===== config.mk =====
export PLATFORM = sky130hd
export DESIGN_NAME = bsort_engine_flat
export DESIGN_NICKNAME = d
export VERILOG_FILES = /design/src/rtl/bsort_pkg.sv /design/src/rtl/bsort_if.sv /design/src/rtl/bsort_cmp_swap.sv /design/src/rtl/bsort_engine.sv /design/src/flat_wrapper.sv
export SDC_FILE = /design/constraint.sdc
export NUM_CORES = 1
export LEC_CHECK = 0
export CAP_MARGIN = 20
export CORE_MARGIN = 3
export CORE_UTILIZATION = 50
export CTS_CLUSTER_SIZE = 8
export DETAILED_ROUTE_END_ITERATION = 10
export DONT_BUFFER_PORTS = 1
export PLACE_DENSITY = 0.78
export SETUP_SLACK_MARGIN = 0.1
export SLEW_MARGIN = 20
export SYNTH_ARGS = -nofsm -noshare
export SYNTH_HDL_FRONTEND = slang
export SYNTH_HIERARCHICAL = 1
export SYNTH_SLANG_ARGS = --single-unit

===== constraint.sdc =====
create_clock -name clk_in -period 4.5 [get_ports clk_in]
set_clock_uncertainty 0.15 [all_clocks]
set_input_delay 0.45 -clock clk_in [delete_from_list [all_inputs] [get_ports clk_in]]
set_output_delay 0.45 -clock clk_in [all_outputs]
set_load 0.1 [all_outputs]

===== src/rtl/bsort_pkg.sv =====
// Shared types and constants for the bsort_engine bubble-sort block.
package bsort_pkg;

    localparam int unsigned BSORT_WIDTH_DEF = 8;
    localparam int unsigned BSORT_DEPTH_DEF = 8;

    typedef enum logic [1:0] {
        IDLE,
        CMP,
        PASS_END,
        DONE
    } bsort_state_e;

    function automatic int unsigned calc_aw(input int unsigned depth);
        return $clog2(depth);
    endfunction

    // Worst case is one swap per compare: depth*(depth-1)/2.
    function automatic int unsigned calc_cw(input int unsigned depth);
        return $clog2(depth * (depth - 1) / 2 + 1);
    endfunction

endpackage


===== src/rtl/bsort_if.sv =====
// Host-side load/start/readback bundle of bsort_engine; master = host, slave = engine.
interface bsort_if
    import bsort_pkg::*;
#(
    parameter int unsigned WIDTH = BSORT_WIDTH_DEF,
    parameter int unsigned DEPTH = BSORT_DEPTH_DEF
) ();
    localparam int unsigned AW = calc_aw(DEPTH);
    localparam int unsigned CW = calc_cw(DEPTH);

    logic             load;
    logic [AW-1:0]    addr;
    logic [WIDTH-1:0] DIN;
    logic             start;
    logic             descend;
    logic [AW-1:0]    rd_addr;
    logic [WIDTH-1:0] DOUT;
    logic             busy;
    logic             done;
    logic [AW-1:0]    k;
    logic [AW-1:0]    j;
    logic [CW-1:0]    swaps;

    modport master (
        output load, addr, DIN, start, descend, rd_addr,
        input  DOUT, busy, done, k, j, swaps
    );

    modport slave (
        input  load, addr, DIN, start, descend, rd_addr,
        output DOUT, busy, done, k, j, swaps
    );

endinterface


===== src/rtl/bsort_cmp_swap.sv =====
// Compare/exchange cell: lo_out goes to the lower index, hi_out to the upper one.
module bsort_cmp_swap
    import bsort_pkg::*;
#(
    parameter int unsigned WIDTH = BSORT_WIDTH_DEF
) (
    input  logic [WIDTH-1:0] a,
    input  logic [WIDTH-1:0] b,
    input  logic             descend,
    output logic [WIDTH-1:0] lo_out,
    output logic [WIDTH-1:0] hi_out,
    output logic             swap
);

    // Strict compares keep equal keys in place, so the sort is stable.
    assign swap   = descend ? (a < b) : (a > b);
    assign lo_out = swap ? b : a;
    assign hi_out = swap ? a : b;

endmodule


===== src/rtl/bsort_engine.sv =====
// In-place bubble-sort engine over a DEPTH x WIDTH register file.
// Optional BSORT_EARLY_EXIT_EN: stop at the first pass that made no swap.
module bsort_engine
    import bsort_pkg::*;
#(
    parameter int unsigned WIDTH = BSORT_WIDTH_DEF,
    parameter int unsigned DEPTH = BSORT_DEPTH_DEF
) (
    input logic    clk_in,
    input logic    reset,
    bsort_if.slave bus
);
    localparam int unsigned AW = calc_aw(DEPTH);
    localparam int unsigned CW = calc_cw(DEPTH);

    logic [WIDTH-1:0] r_rf [DEPTH];
    bsort_state_e     r_state, w_state_next;
    logic [AW-1:0]    r_i, w_i_next, w_i_inc;
    logic [AW-1:0]    r_j, w_j_next, w_j_plus1, w_j_last;
    logic [CW-1:0]    r_swaps, w_swaps_next;
    logic             r_descend, w_descend_next;
    logic             w_load_en, w_swap_en, w_wr_in_range, w_early_exit;
    logic [WIDTH-1:0] w_lo, w_hi;
    logic             w_swap;

    assign w_i_inc       = r_i + AW'(1);
    assign w_j_plus1     = r_j + AW'(1);
    assign w_j_last      = AW'(DEPTH - 2) - r_i;
    assign w_wr_in_range = (32'(bus.addr) < DEPTH);

    bsort_cmp_swap #(
        .WIDTH (WIDTH)
    ) u_cmp_swap (
        .a       (r_rf[r_j]),
        .b       (r_rf[w_j_plus1]),
        .descend (r_descend),
        .lo_out  (w_lo),
        .hi_out  (w_hi),
        .swap    (w_swap)
    );

`ifdef BSORT_EARLY_EXIT_EN
    logic r_pass_swapped;

    always_ff @(posedge clk_in or negedge reset) begin
        if (!reset) begin
            r_pass_swapped <= 1'b0;
        end else if (r_state == PASS_END) begin
            r_pass_swapped <= 1'b0;
        end else if (w_swap_en) begin
            r_pass_swapped <= 1'b1;
        end
    end

    assign w_early_exit = !r_pass_swapped;
`else
    assign w_early_exit = 1'b0;
`endif

    always_comb begin
        w_state_next   = r_state;
        w_i_next       = r_i;
        w_j_next       = r_j;
        w_swaps_next   = r_swaps;
        w_descend_next = r_descend;
        w_load_en      = 1'b0;
        w_swap_en      = 1'b0;
        unique case (r_state)
            IDLE: begin
                if (bus.load) begin
                    w_load_en = w_wr_in_range;
                end else if (bus.start) begin
                    w_state_next   = CMP;
                    w_i_next       = '0;
                    w_j_next       = '0;
                    w_swaps_next   = '0;
                    w_descend_next = bus.descend;
                end
            end
            CMP: begin
                w_swap_en = w_swap;
                if (w_swap) begin
                    w_swaps_next = r_swaps + CW'(1);
                end
                if (r_j == w_j_last) begin
                    w_state_next = PASS_END;
                end else begin
                    w_j_next = w_j_plus1;
                end
            end
            PASS_END: begin
                w_i_next = w_i_inc;
                w_j_next = '0;
                if ((w_i_inc == AW'(DEPTH - 1)) || w_early_exit) begin
                    w_state_next = DONE;
                end else begin
                    w_state_next = CMP;
                end
            end
            DONE: begin
                w_state_next = IDLE;
            end
            default: begin
                w_state_next = IDLE;
            end
        endcase
    end

    always_ff @(posedge clk_in or negedge reset) begin
        if (!reset) begin
            r_state   <= IDLE;
            r_i       <= '0;
            r_j       <= '0;
            r_swaps   <= '0;
            r_descend <= 1'b0;
        end else begin
            r_state   <= w_state_next;
            r_i       <= w_i_next;
            r_j       <= w_j_next;
            r_swaps   <= w_swaps_next;
            r_descend <= w_descend_next;
        end
    end

    always_ff @(posedge clk_in or negedge reset) begin
        if (!reset) begin
            for (int n = 0; n < DEPTH; n++) begin
                r_rf[n] <= '0;
            end
        end else if (w_load_en) begin
            r_rf[bus.addr] <= bus.DIN;
        end else if (w_swap_en) begin
            r_rf[r_j]       <= w_lo;
            r_rf[w_j_plus1] <= w_hi;
        end
    end

    assign bus.DOUT  = (32'(bus.rd_addr) < DEPTH) ? r_rf[bus.rd_addr] : '0;
    assign bus.busy  = (r_state == CMP) || (r_state == PASS_END);
    assign bus.done  = (r_state == DONE);
    assign bus.k     = r_i;
    assign bus.j     = r_j;
    assign bus.swaps = r_swaps;

endmodule


===== src/flat_wrapper.sv =====
// flat-port wrapper written by rule: the top's interface ports become plain ports
module bsort_engine_flat import bsort_pkg::*;
#(
    parameter int unsigned WIDTH = BSORT_WIDTH_DEF,
    parameter int unsigned DEPTH = BSORT_DEPTH_DEF
)
  (clk_in, reset, bus_load, bus_addr, bus_DIN, bus_start, bus_descend, bus_rd_addr, bus_DOUT, bus_busy, bus_done, bus_k, bus_j, bus_swaps);
  bsort_if #(.WIDTH(WIDTH), .DEPTH(DEPTH)) bus_i ();
  input logic clk_in;
  input logic reset;
  input wire logic [$bits(bus_i.load)-1:0] bus_load;
  input wire logic [$bits(bus_i.addr)-1:0] bus_addr;
  input wire logic [$bits(bus_i.DIN)-1:0] bus_DIN;
  input wire logic [$bits(bus_i.start)-1:0] bus_start;
  input wire logic [$bits(bus_i.descend)-1:0] bus_descend;
  input wire logic [$bits(bus_i.rd_addr)-1:0] bus_rd_addr;
  output wire logic [$bits(bus_i.DOUT)-1:0] bus_DOUT;
  output wire logic [$bits(bus_i.busy)-1:0] bus_busy;
  output wire logic [$bits(bus_i.done)-1:0] bus_done;
  output wire logic [$bits(bus_i.k)-1:0] bus_k;
  output wire logic [$bits(bus_i.j)-1:0] bus_j;
  output wire logic [$bits(bus_i.swaps)-1:0] bus_swaps;
  assign bus_i.load = bus_load;
  assign bus_i.addr = bus_addr;
  assign bus_i.DIN = bus_DIN;
  assign bus_i.start = bus_start;
  assign bus_i.descend = bus_descend;
  assign bus_i.rd_addr = bus_rd_addr;
  assign bus_DOUT = bus_i.DOUT;
  assign bus_busy = bus_i.busy;
  assign bus_done = bus_i.done;
  assign bus_k = bus_i.k;
  assign bus_j = bus_i.j;
  assign bus_swaps = bus_i.swaps;
  bsort_engine #(.WIDTH(WIDTH), .DEPTH(DEPTH)) u_core (.clk_in(clk_in), .reset(reset), .bus(bus_i));
endmodule

Word-level counts from Yosys, hierarchy flattened
Cells that the tools add are included.
Widths: inputs -> output; s select.
- $add $sub $neg: 4
- shift-type cells: 0
- bitwise gates (word level): 5
- magnitude comparators: 9
- reductions and logical operators: 14
- multipliers: 0
- divide/modulo/power cells: 0
- eq/ne operators: 10
- muxes and demuxes: 40
- operators with widths (operator ; count):
    $bwmux 64 ; 3
    $mux 64 ; 2
    $mux 8 ; 11
    $bmux 8 s3 ; 3
    $demux 8 s3 ; 3
    $ge 4x4->1 const B ; 4
    $not 3->4 ; 4
    $mux 5 ; 3
    $lt 4x1->1 const B ; 3
    $pmux 5 s2 ; 1
    $mux 3 ; 3
    $pmux 3 s3 ; 1
    $reduce_and 3->1 ; 3
    $gt 8x8->1 ; 1
    $lt 8x8->1 ; 1
    $mux 2 ; 4
    $ne 2x2->1 const B ; 4
    $pmux 2 s4 ; 1
    $reduce_and 4->1 ; 2
    $add 3x1->3 const B ; 2
    $pmux 3 s2 ; 1
    $reduce_bool 2->1 ; 3
    $add 5x1->5 const B ; 1
    $eq 2x2->1 const B ; 2
    other kinds (11) ; 16
- memories: 0
- input bits: 19
- memory bits (read-only): 0
- flip-flop bits (word level): 78
- latch bits: 0
- output and inout bits: 21
- memory bits (writable): 0

Longest topological paths before layout
Gate-level depths: netlist (run 1).
- depth in word-level cells: 12
- depth in mapped cells: 21

Cells and area by module
The synthesis (run 1) kept the hierarchy.
- modules (own cells, without submodules) (module ; times used ; cells an instance ; area each (um^2) ; sequential area each (um^2)):
    bsort_engine ; 1 ; 610 ; 6190.9 ; 1951.9
    bsort_cmp_swap ; 1 ; 50 ; 473.0 ; 0.0

Least setup slack after synthesis (run 1)
No wires, ideal clock.
- kind: register to register
- start: reg u_core.r_j[0] (netlist: u_core/bus.j[0])
- end: reg u_core/r_rf[5] (netlist bit)
- arrival time: 4.612 ns
- path buffers: 4
- path slack: -0.389 ns
- cell stages (with the launch flop): 21
- cells stage by stage: dfrtp_1 > ha_1 > buf_4 > nor2b_1 > and2_1 > buf_1 > a22oi_1 > nand3_1 > inv_1 > ha_1 > nand2_1 > o21a_1 > and2_0 > a211o_1 > buf_6 > buf_12 > mux2_4 > a21boi_1 > nand2_1 > o221ai_1 > mux2_1
- longest elaborated chain between the ends: 12
- elaborated cells between the ends (all ways): 30
- classes of those cells: add/sub: 1; order compare: 6; mux: 18; bitwise: 2; reduce/logical: 3
- ends and longest elaborated chain (item ; RTL line ; text):
    start: declaration ; bsort_engine.sv:19 ; logic [AW-1:0] r_j, w_j_next, w_j_plus1, w_j_last;
    start signal: assignment ; bsort_engine.sv:119 ; r_j <= w_j_next;
    $add 3x1->3 ; bsort_engine.sv:27 ; assign w_j_plus1 = r_j + AW'(1);
    $not 3->4 (implied by the code) ; bsort_engine.sv:35 ; .b (r_rf[w_j_plus1]),
    $bmux 8 s3 ; bsort_engine.sv:35 ;
    $mux 8 (implied by the code) (2 in series) ; bsort_engine.sv:35 ;
    $gt 8x8->1 / $lt 8x8->1 (equally long branches) ; bsort_cmp_swap.sv:16 ; assign swap = descend ? (a < b) : (a > b);
    $mux 1 (*) ; bsort_cmp_swap.sv:16 ;
    net u_core.w_swap ; bsort_engine.sv:24 ; logic w_swap;
    $mux 8 (*) ; bsort_cmp_swap.sv:17 ; assign lo_out = swap ? b : a;
    net u_core.w_lo[5] ; bsort_engine.sv:23 ; logic [WIDTH-1:0] w_lo, w_hi;
    $bwmux 64 (*) ; bsort_engine.sv:133 ; r_rf[r_j] <= w_lo;
    $bwmux 64 (*) ; bsort_engine.sv:134 ; r_rf[w_j_plus1] <= w_hi;
    $mux 64 (*) ; bsort_engine.sv:132 ; end else if (w_swap_en) begin
    $mux 64 (*) ; bsort_engine.sv:130 ; end else if (w_load_en) begin
    end signal: indexed assignment ; bsort_engine.sv:131 ; r_rf[bus.addr] <= bus.DIN;
    end signal: indexed assignment ; bsort_engine.sv:133 ;
    end signal: indexed assignment ; bsort_engine.sv:134 ;
    end: declaration ; bsort_engine.sv:16 ; logic [WIDTH-1:0] r_rf [DEPTH];
The timed path passes the listed nets; every way through them passes the cells marked *. The select of a mux whose other input is x is not followed.
A chain may end at the register's enable or synchronous reset.

Worst setup path in the final report (run 1)
- start: reg u_core.r_j[1] (netlist: u_core/bus.j[1])
- end: reg u_core/r_rf[18] (netlist bit)
Same word-level chain as after synthesis.

==> impl_metrics.toml, run 1 <==
[status]
status = "finished, final reports clean"

[critical_path]
crit_path_start_kind = "register"
worstPathRequired_ns = 4.58
reg2reg_setup_slack_ns = 0.12
cp-end-kind = "register"
max_stage_delay_ns = 0.45
worstPathArrival_ns = 4.46
rr_startpoint = "u_core/bus.j[1]"
worstPathCellList = "buf_6, and3_2, a22oi_1, o21ai_0, ha_1, nor2b_1, o211ai_1, a21o_1, a211o_1, buf_12, mux2_2, a21boi_2, nand2_1, o221ai_1, mux2_2"
crit_family = "compound AO/OA/AOI/OAI gates"
crit_type = "register to register"
cp_max_fo = 33
cpMostUsedCell = "mux2_2"
cp_slowest_cell = "and3_2"
cp_num_buf_inv = 2
r2r-end = "u_core/r_rf[18]"
reg2reg_depth = 15

[floorplan]
coreArea_sq_mm = 0.01282
die-area_sq_mm = 0.01475
die_w_um = 121.4
initial_utilization = 0.5196
io_pins = 40
num_rows = 41
die_h_um = 121.4

[drt]
ant_nets = 0
drt_iter0_drc = 1029
wl_per_cell_um = 25.81
wl_mm = 21.94
viasPerCell = 7.282
drt_pre_antenna_iters = 6
drc = 0
vias = 6190

[yosys]
synth.distinct_cells = 60
synth_ff_type = "dfrtp_1"
synthCells = 660
ys_ff_latch = 78
yosysWarnings = 6
synth-edff-count = 0
avgSynthCellArea_sq_um = 10.10
synth_fp_nets = 697
netlist_area_sq_mm = 0.006664
async_reset_ff_frac = 1.000
synth_seq_area_share = 0.2929

[placement]
gp_congestion = 1.014
io_buffers = 0
dpl.hpwl_mm = 15.36

[finish]
drive_gt1_frac = 0.3260
fin_nets = 710
fillCellCount = 1045
post-route-util = 0.5967
area_growth_pct = 14.83
antenna_cells = 0

[global_routing]
grt.overflow.total = 0
grt_pass1_vias = 5801
grt_max_degree = 79
grt_pass1_wl_mm = 32.99
grt_usage = 0.2887
antenna_found_initial = 0

[min_path]
min_from = "bus_descend"
min_to = "u_core/r_descend"
holdCritPathClass = "input port to register"
hold_depth = 1

[power_and_ir_drop]
p_total_mw = 6.604
power_leakage_nw = 3.122
ir_worst_vdd_uv = 503.0
pwr_density_cell_mw_per_mm2 = 863.0

[sta]
finalMaxSlewViolations = 0
fmax_mhz = 228.5
worstMarginPinSlew_ns = 1.073
whs_ns = 0.1224
fin_crit_ns = 4.377
setup_viol = 0
min_period_over_period = 0.9726
rsz0062_at_grt = "yes"
hold_viol = 0
max_slew_margin = 0.2849

[run]
maxCapViolations = 0

[clock_network]
insertion_delay_ns = 0.34
clockBufferDepth = 2
cts-root-buf = "clkbuf_16"
cts_made_buffers = 9
clkSlewWorstSetupHoldPaths_ns = 0.06
htreeDepth = 3
cts_sinks = 78
cts_tree = "yes"
-- worst max path at each step --
stage	start	endpoint	slack (ns)	cells past startpoint
final	u_core/bus.j[1]	u_core/r_rf[18]	0.12	15
after global routing	u_core/bus.j[0]	u_core/r_rf[10]	-0.02	17
after CTS	u_core/bus.j[0]	u_core/r_rf[5]	0.10	18
after detailed placement	u_core/bus.j[1]	u_core/r_rf[52]	-0.11	15
after global placement	u_core/bus.j[1]	u_core/r_rf[6]	-0.03	15
after floorplan	u_core/bus.j[0]	u_core/r_rf[5]	0.10	19
-- power by group --
group / total (mW) / switching [mW] / internal [mW]
clock network: 0.800 / 0.313 / 0.488
logic: 4.57 / 2.61 / 1.96
registers: 1.24 / 0.366 / 0.869
total: 6.60 / 3.29 / 3.32
-- synth_stat cells (3+ instances only) --
cell type  number  area (sq um)
a21boi_1        8         60.06
a21oi_1        14         70.07
a22o_1          4         35.03
a22oi_1        25         187.7
a31oi_1         3         18.77
and2_1          3         18.77
and3b_1         3         26.28
buf_1           5         18.77
buf_2          20         100.1
buf_4           5         37.54
buf_6           3         33.78
clkbuf_1       16         60.06
dfrtp_1        78          1952
ha_1           18         225.2
inv_1          13         48.80
mux2_1          8         90.09
mux2_2         77         867.1
mux2_4          9         135.1
mux2i_1        14         140.1
mux4_2         25         563.0
nand2_1       119         446.7
nand2b_1        5         31.28
nand3_1        19         95.09
nand3b_1        6         45.04
nand4_1         3         18.77
nor2_1          9         33.78
nor2b_1         6         37.54
nor3_1          3         15.01
nor3b_1         4         30.03
o211a_1         3         30.03
o211ai_1        5         37.54
o21ai_0        16         80.08
o221ai_1       66         578.1
o22a_1          3         26.28
o22ai_4         5         100.1
xnor2_1         5         43.79
-- timing repair --
| action | 4_1_cts | 5_1_grt |
|---|---|---|
| cloned | 0 | 2 |
| hold buffers | 2 | 0 |
| gates resized for setup | 9 | 37 |
| setup endpoints to repair | 64 | 66 |
| pin swaps | 0 | 16 |
| setup buffers | 0 | 16 |
| endpoints found under the hold margin | 78 | 0 |
-- stage by stage --
| step | cell area (sq um) | setup TNS (ns) | setup WS, ns | std cells |
|---|---|---|---|---|
| after floorplan | 6685 | 0 | 0.1034 | 660 |
| after global placement | 6900 | -0.1914 | -0.02956 | 814 |
| after detailed placement | 6900 | -3.188 | -0.1077 | 814 |
| after CTS | 7292 | 0 | 0.1008 | 832 |
| after global routing | 7652 | -0.04136 | -0.01551 | 850 |
| final | 7652 | 0 | 0.1232 | 850 |
-- flip-flops by register name, indices dropped and copies added, names as in the netlist --
| register | flops |
|---|---|
| u_core/r_rf | 64 |
| u_core/bus.swaps | 5 |
| u_core/bus.j | 3 |
| u_core/bus.k | 3 |
| u_core/r_state | 2 |
| u_core/r_descend | 1 |
-- metal layers --
| metal | GRT usage | routed length (um) | vias up |
|---|---|---|---|
| li1 | - | - | 2610 |
| met1 | 0.4082 | 8691 | 3015 |
| met2 | 0.4311 | 9902 | 480 |
| met3 | 0.07786 | 2679 | 85 |
| met4 | 0.09244 | 665 | 0 |
| met5 | 0 | 0 | - |
-- placed cells by master, fill, tap and decap left out, drive strengths merged, types with 14 or more instances in the layout --
cell type,instances
a21oi,14
a22oi,25
buf,49
dfrtp,78
ha,18
mux2,94
mux2i,14
mux4,25
nand2,120
nand3,20
o21ai,16
o221ai,66
-- cells by family after synthesis --
family | synth area share
AO/OA/AOI/OAI | 0.2045
XOR/XNOR | 0.01521
adder cells (fa/ha/maj) | 0.03380
buffers and inverters | 0.04788
flip-flops | 0.2929
multiplexers | 0.2694
AND/OR/NAND/NOR | 0.1363
-- area by class of cell --
cell class                      instances  area [sq um]  area share
Tap cell                              172         215.2     0.02812
Multi-Input combinational cell        519          4566      0.5966
Inverter                               13         48.80    0.006377
Timing Repair Buffer                   52         538.0     0.07031
Clock inverter                          7         98.84     0.01292
Sequential cell                        78          1961      0.2562
Clock buffer                            9         225.2     0.02943
Power figures use the tool's default switching activity.
==> run 2, diff against run 1 <==
ABC_AREA = 1   (was not set)
==> impl_metrics.toml, run 2 <==
[status]
status = "finished, final reports clean"

[drt]
drc = 0
drt-met1-wl_mm = 11.11
wl_mm = 29.90
dr_wl_met3_mm = 4.547
drt_iter0_drc = 1428
routed-wl-met2_mm = 12.21
routed.top_layer = "met4"
viasPerCell = 6.413
drt_pre_antenna_iters = 6
ant_nets = 0
wl_per_cell_um = 21.31
vias = 8998

[clock_network]
cts_tree = "yes"
clockBufferDepth = 2
cts_made_buffers = 9
cts-root-buf = "clkbuf_16"
clkSlewWorstSetupHoldPaths_ns = 0.06
cts_sinks = 78
insertion_delay_ns = 0.36
htreeDepth = 3

[floorplan]
io_pins = 40
die_w_um = 130.7
die-area_sq_mm = 0.01708
coreArea_sq_mm = 0.01486
initial_utilization = 0.5230
num_rows = 44
die_h_um = 130.7

[critical_path]
reg2reg_setup_slack_ns = 0.28
cp_slowest_cell = "dfrtp_2"
cp_max_fo = 17
crit_family = "simple AND/OR/NAND/NOR gates"
cpMostUsedCell = "nand2_1"
worstPathCellList = "ha_4, inv_4, buf_4, nand3_1, nand3_1, o21ai_0, inv_1, nand4_1, inv_1, ha_1, nand2_1, nand2_1, nand2_1, nand2_1, nand2_2, nand3_4, nand2_8, nand2_1, nand2_4, nand2_1, inv_2, nand2_2, nor2_1, a21oi_1"
cp-end-kind = "register"
max_stage_delay_ns = 0.50
reg2reg_depth = 24
worstPathRequired_ns = 4.58
crit_type = "register to register"
worstPathArrival_ns = 4.30
cp.depth = 24
crit_path_start_kind = "register"
cp_num_buf_inv = 5

[yosys]
netlist.area_leader.share = 0.2511
synth_ff_type = "dfrtp_1"
synth.distinct_cells = 43
synth_fp_nets = 1286
yosys.area.top_type = "dfrtp_1"
ys_ff_latch = 78
synth_common_cells = "343 x nand2_1, 159 x a21oi_1, 146 x nor2_1, 82 x inv_1, 81 x nand4_1"
avgSynthCellArea_sq_um = 6.224
synth_top_cells_by_area = "dfrtp_1 25%, nand2_1 17%, a21oi_1 10%"
synthCells = 1249
yosysWarnings = 6
netlist_area_sq_mm = 0.007774
synth_seq_area_share = 0.2511
synth_most_common_cell = "nand2_1"
synth-edff-count = 0
async_reset_ff_frac = 1.000

[finish]
area_growth_pct = 6.374
final_common_cell = "nand2_1"
fin_nets = 1251
seq_area_sq_mm = 0.001954
layout_common_cells = "343 x nand2_1, 158 x a21oi_1, 145 x nor2_1"
largest_register_ffs = 64
fillCellCount = 1442
multi_input_area_sq_mm = 0.005050
antenna_cells = 0
fin_cells = 1403
post-route-util = 0.5563
drive_gt1_frac = 0.1362
top_register = "u_core/r_rf"

[global_routing]
grt_pass1_wl_mm = 45.19
grt_pass1_vias = 7997
grt_max_degree = 79
grt.overflow.total = 0
grt_usage = 0.3500
antenna_found_initial = 0

[run]
maxCapViolations = 0

[sta]
hold_viol = 0
fmax_mhz = 237.2
rsz0062_at_grt = "no"
worstMarginPinSlew_ns = 1.024
setup_viol = 0
fin_crit_ns = 4.216
setup_tns_ns = 0
finalMaxSlewViolations = 0
whs_ns = 0.09775
max_slew_margin = 0.3176
min_period_over_period = 0.9369

[min_path]
holdCritPathClass = "input port to register"
hold_depth = 1

[placement]
dp.cells = 1372
dpl.hpwl_mm = 20.42
io_buffers = 0
gp_congestion = 1.047
## run 2: area by class of cell
type                            count  area share
Sequential cell                    78      0.2363
Inverter                          101     0.04842
Clock inverter                      6     0.01135
Multi-Input combinational cell    990      0.6107
Tap cell                          184     0.02784
Timing Repair Buffer               34     0.03768
Clock buffer                       10     0.02769
## run 2: what timing repair did
action,CTS,global route
setup endpoints to repair,3,69
hold endpoints to repair,78,0
pin swaps,0,2
cloned,0,1
buffers inserted,0,12
hold buffers,2,0
gates resized for setup,1,18
## run 2: stage by stage
| step | worst slack, ns | instance area [sq um] |
|---|---|---|
| after floorplan | 0.3318 | 7774 |
| after global placement | 0.1930 | 7735 |
| after detailed placement | 0.1239 | 7735 |
| after CTS | 0.1469 | 8104 |
| after global routing | 0.1083 | 8269 |
| final | 0.2841 | 8269 |
## run 2: routing by layer
layer  vias up  GRT usage
met4         0     0.1990
met2       741     0.5038
met5         -          0
met3       145     0.1122
li1       4075          -
met1      4037     0.4619
## run 2: path summary, 6_finish.rpt
check                                     start             endpoint
worst max-delay path            u_core/bus.j[0]      u_core/r_rf[37]
max in group asynchronous                 reset      u_core/r_rf[12]
min in group asynchronous                 reset  u_core/bus.swaps[3]
worst min-delay path                bus_descend     u_core/r_descend
worst min register to register  u_core/r_rf[12]      u_core/r_rf[12]
worst max register to register  u_core/bus.j[0]      u_core/r_rf[37]
## run 2: cells by family (layout without fill, tap and decap cells)
| kind of cell | Yosys count | after routing | share of synthesized area |
|---|---|---|---|
| buf+inv | 181 | 151 | 0.1056 |
| fa+ha+maj | 18 | 18 | 0.02897 |
| simple gates | 708 | 708 | 0.4212 |
| flops | 78 | 78 | 0.2511 |
| compound gates | 259 | 259 | 0.1872 |
| xor+xnor | 4 | 4 | 0.004506 |
| mux | 1 | 1 | 0.001448 |
## run 2: worst register-to-register path: stages, from the launching register on
cell and delay [ns]:
dfrtp_2 0.50, ha_4 0.32, inv_4 0.15, buf_4 0.22, nand3_1 0.11, nand3_1 0.14
o21ai_0 0.16, inv_1 0.08, nand4_1 0.13, inv_1 0.09, ha_1 0.23, nand2_1 0.08
nand2_1 0.05, nand2_1 0.05, nand2_1 0.06, nand2_2 0.11, nand3_4 0.22, nand2_8 0.18
nand2_1 0.14, nand2_4 0.16, nand2_1 0.11, inv_2 0.19, nand2_2 0.18, nor2_1 0.19
a21oi_1 0.10
Power of run 2 is left out: the tool's default activity adds up to more than one toggle a clock period on the data nets, which glitch-free logic cannot reach.
==> run 3, diff against run 2 <==
REMOVE_ABC_BUFFERS = 1   (was not set)
==> impl_metrics.toml, run 3 (same netlist as run 2, synthesis figures left out) <==
[status]
status = "finished, final reports clean"

[drt]
drc = 0
vias = 8902
routed.top_layer = "met4"
drt_iter0_drc = 1480
wl_per_cell_um = 20.30
wl_mm = 28.38
dr_wl_met3_mm = 3.473
viasPerCell = 6.368
routed-wl-met2_mm = 12.04
ant_nets = 0
drt-met1-wl_mm = 11.32
drt_pre_antenna_iters = 6

[sta]
worstMarginPinSlew_ns = 1.016
whs_ns = 0.1005
rsz0062_at_grt = "no"
worst_slack_ns = 0.3676
fmax_mhz = 242.0
max_slew_margin = 0.3225
finalMaxSlewViolations = 0
setup_viol = 0
fin_crit_ns = 4.132
setup_tns_ns = 0
min_period_over_period = 0.9183
hold_viol = 0

[critical_path]
cp_max_fo = 23
reg2reg_depth = 22
r2r-end = "u_core/r_rf[12]"
rr_startpoint = "u_core/bus.j[1]"
cp-end-kind = "register"
crit_type = "register to register"
worstPathRequired_ns = 4.58
crit_path_start_kind = "register"
crit_path_start = "u_core/bus.j[1]"
endpoint = "u_core/r_rf[12]"
reg2reg_setup_slack_ns = 0.37
worstPathArrival_ns = 4.21

[global_routing]
grt_usage = 0.3313
antenna_found_initial = 0
grt_pass1_wl_mm = 43.76
grt_pass1_vias = 8029
grt.overflow.total = 0
grt_max_degree = 79

[min_path]
holdCritPathClass = "input port to register"
hold_depth = 1

[finish]
fin_nets = 1246
seq_area_sq_mm = 0.001953
layout_common_cells = "336 x nand2_1, 159 x a21oi_1, 146 x nor2_1"
final_common_cell = "nand2_1"
fillCellCount = 1467
antenna_cells = 0
top_register = "u_core/r_rf"
fin_area_sq_mm = 0.008200
area_growth_pct = 5.488
largest_register_ffs = 64
drive_gt1_frac = 0.1343
multi_input_area_sq_mm = 0.005036

[floorplan]
coreArea_sq_mm = 0.01486
die_w_um = 130.7
initial_utilization = 0.5230
die-area_sq_mm = 0.01708
io_pins = 40
die_h_um = 130.7
num_rows = 44

[placement]
place_ws_ns = 0.3682
io_buffers = 0
gp_congestion = 1.011
placed_area_sq_mm = 0.007740
dpl.hpwl_mm = 19.24

[clock_network]
cts-root-buf = "clkbuf_16"
insertion_delay_ns = 0.35
cts_sinks = 78
cts_made_buffers = 9
htreeDepth = 3
clockBufferDepth = 2
clkSlewWorstSetupHoldPaths_ns = 0.06
cts_tree = "yes"

[run]
maxCapViolations = 0
[run 3: changes by cell type in the layout (fill, tap and decap cells not counted), moves of 3 or more]
cell,previous run,this run
clkbuf_8,0,3
nand2_1,343,336
buf_4,29,23
nand2_2,32,40
[run 3: area by class of cell]
type | instances | area share
clock buffer | 13 | 0.03296
inverter | 101 | 0.04852
timing repair buffer | 29 | 0.03601
clock inverter | 3 | 0.002136
multi-input combinational | 990 | 0.6141
sequential | 78 | 0.2382
tap | 184 | 0.02807
[run 3: metal layers]
metal,vias to the layer above,GRT usage
li1,4063,-
met3,134,0.08130
met1,4040,0.4501
met5,-,0
met2,665,0.4971
met4,0,0.1537
[run 3: worst min path at each step]
stage                startpoint                to  slack (ns)
floorplan                 reset   u_core/bus.j[0]       0.004
global placement          reset   u_core/r_rf[50]       0.007
detailed placement        reset   u_core/r_rf[50]       0.007
CTS                 bus_descend  u_core/r_descend        0.09
global route        bus_descend  u_core/r_descend         0.1
finish              bus_descend  u_core/r_descend        0.10
[run 3: worst max-delay path: stages (launching register included)]
cell and delay [ns]:
dfrtp_1 0.46, ha_2 0.48, buf_12 0.21, nand3_2 0.19, inv_1 0.21, nand2_1 0.07, nand2_1 0.06, inv_1 0.04
nand4_1 0.13, inv_1 0.06, ha_1 0.27, nand2_1 0.11, nor2_2 0.06, a21oi_1 0.23, nand2_4 0.19, nand2_4 0.10
nand2_1 0.11, nand2_4 0.15, nand2_1 0.11, inv_2 0.19, nand2_2 0.17, nor2_1 0.15, a21oi_1 0.08
[run 3: repair_timing]
item / in CTS / in global routing
hold buffers: 2 / 0
endpoints found under the hold margin: 78 / 0
setup endpoints to repair: 0 / 66
setup buffers: 0 / 8
resized for setup: 0 / 14
[run 3: through the flow]
step / std cells / util
2_1_floorplan: 1169 / -
3_3_place_gp: 1371 / 0.5207
3_5_place_dp: 1371 / 0.5207
4_1_cts: 1389 / 0.5426
5_1_grt: 1398 / 0.5517
6_report: 1398 / 0.5517
Power of run 3 is left out for the same reason.
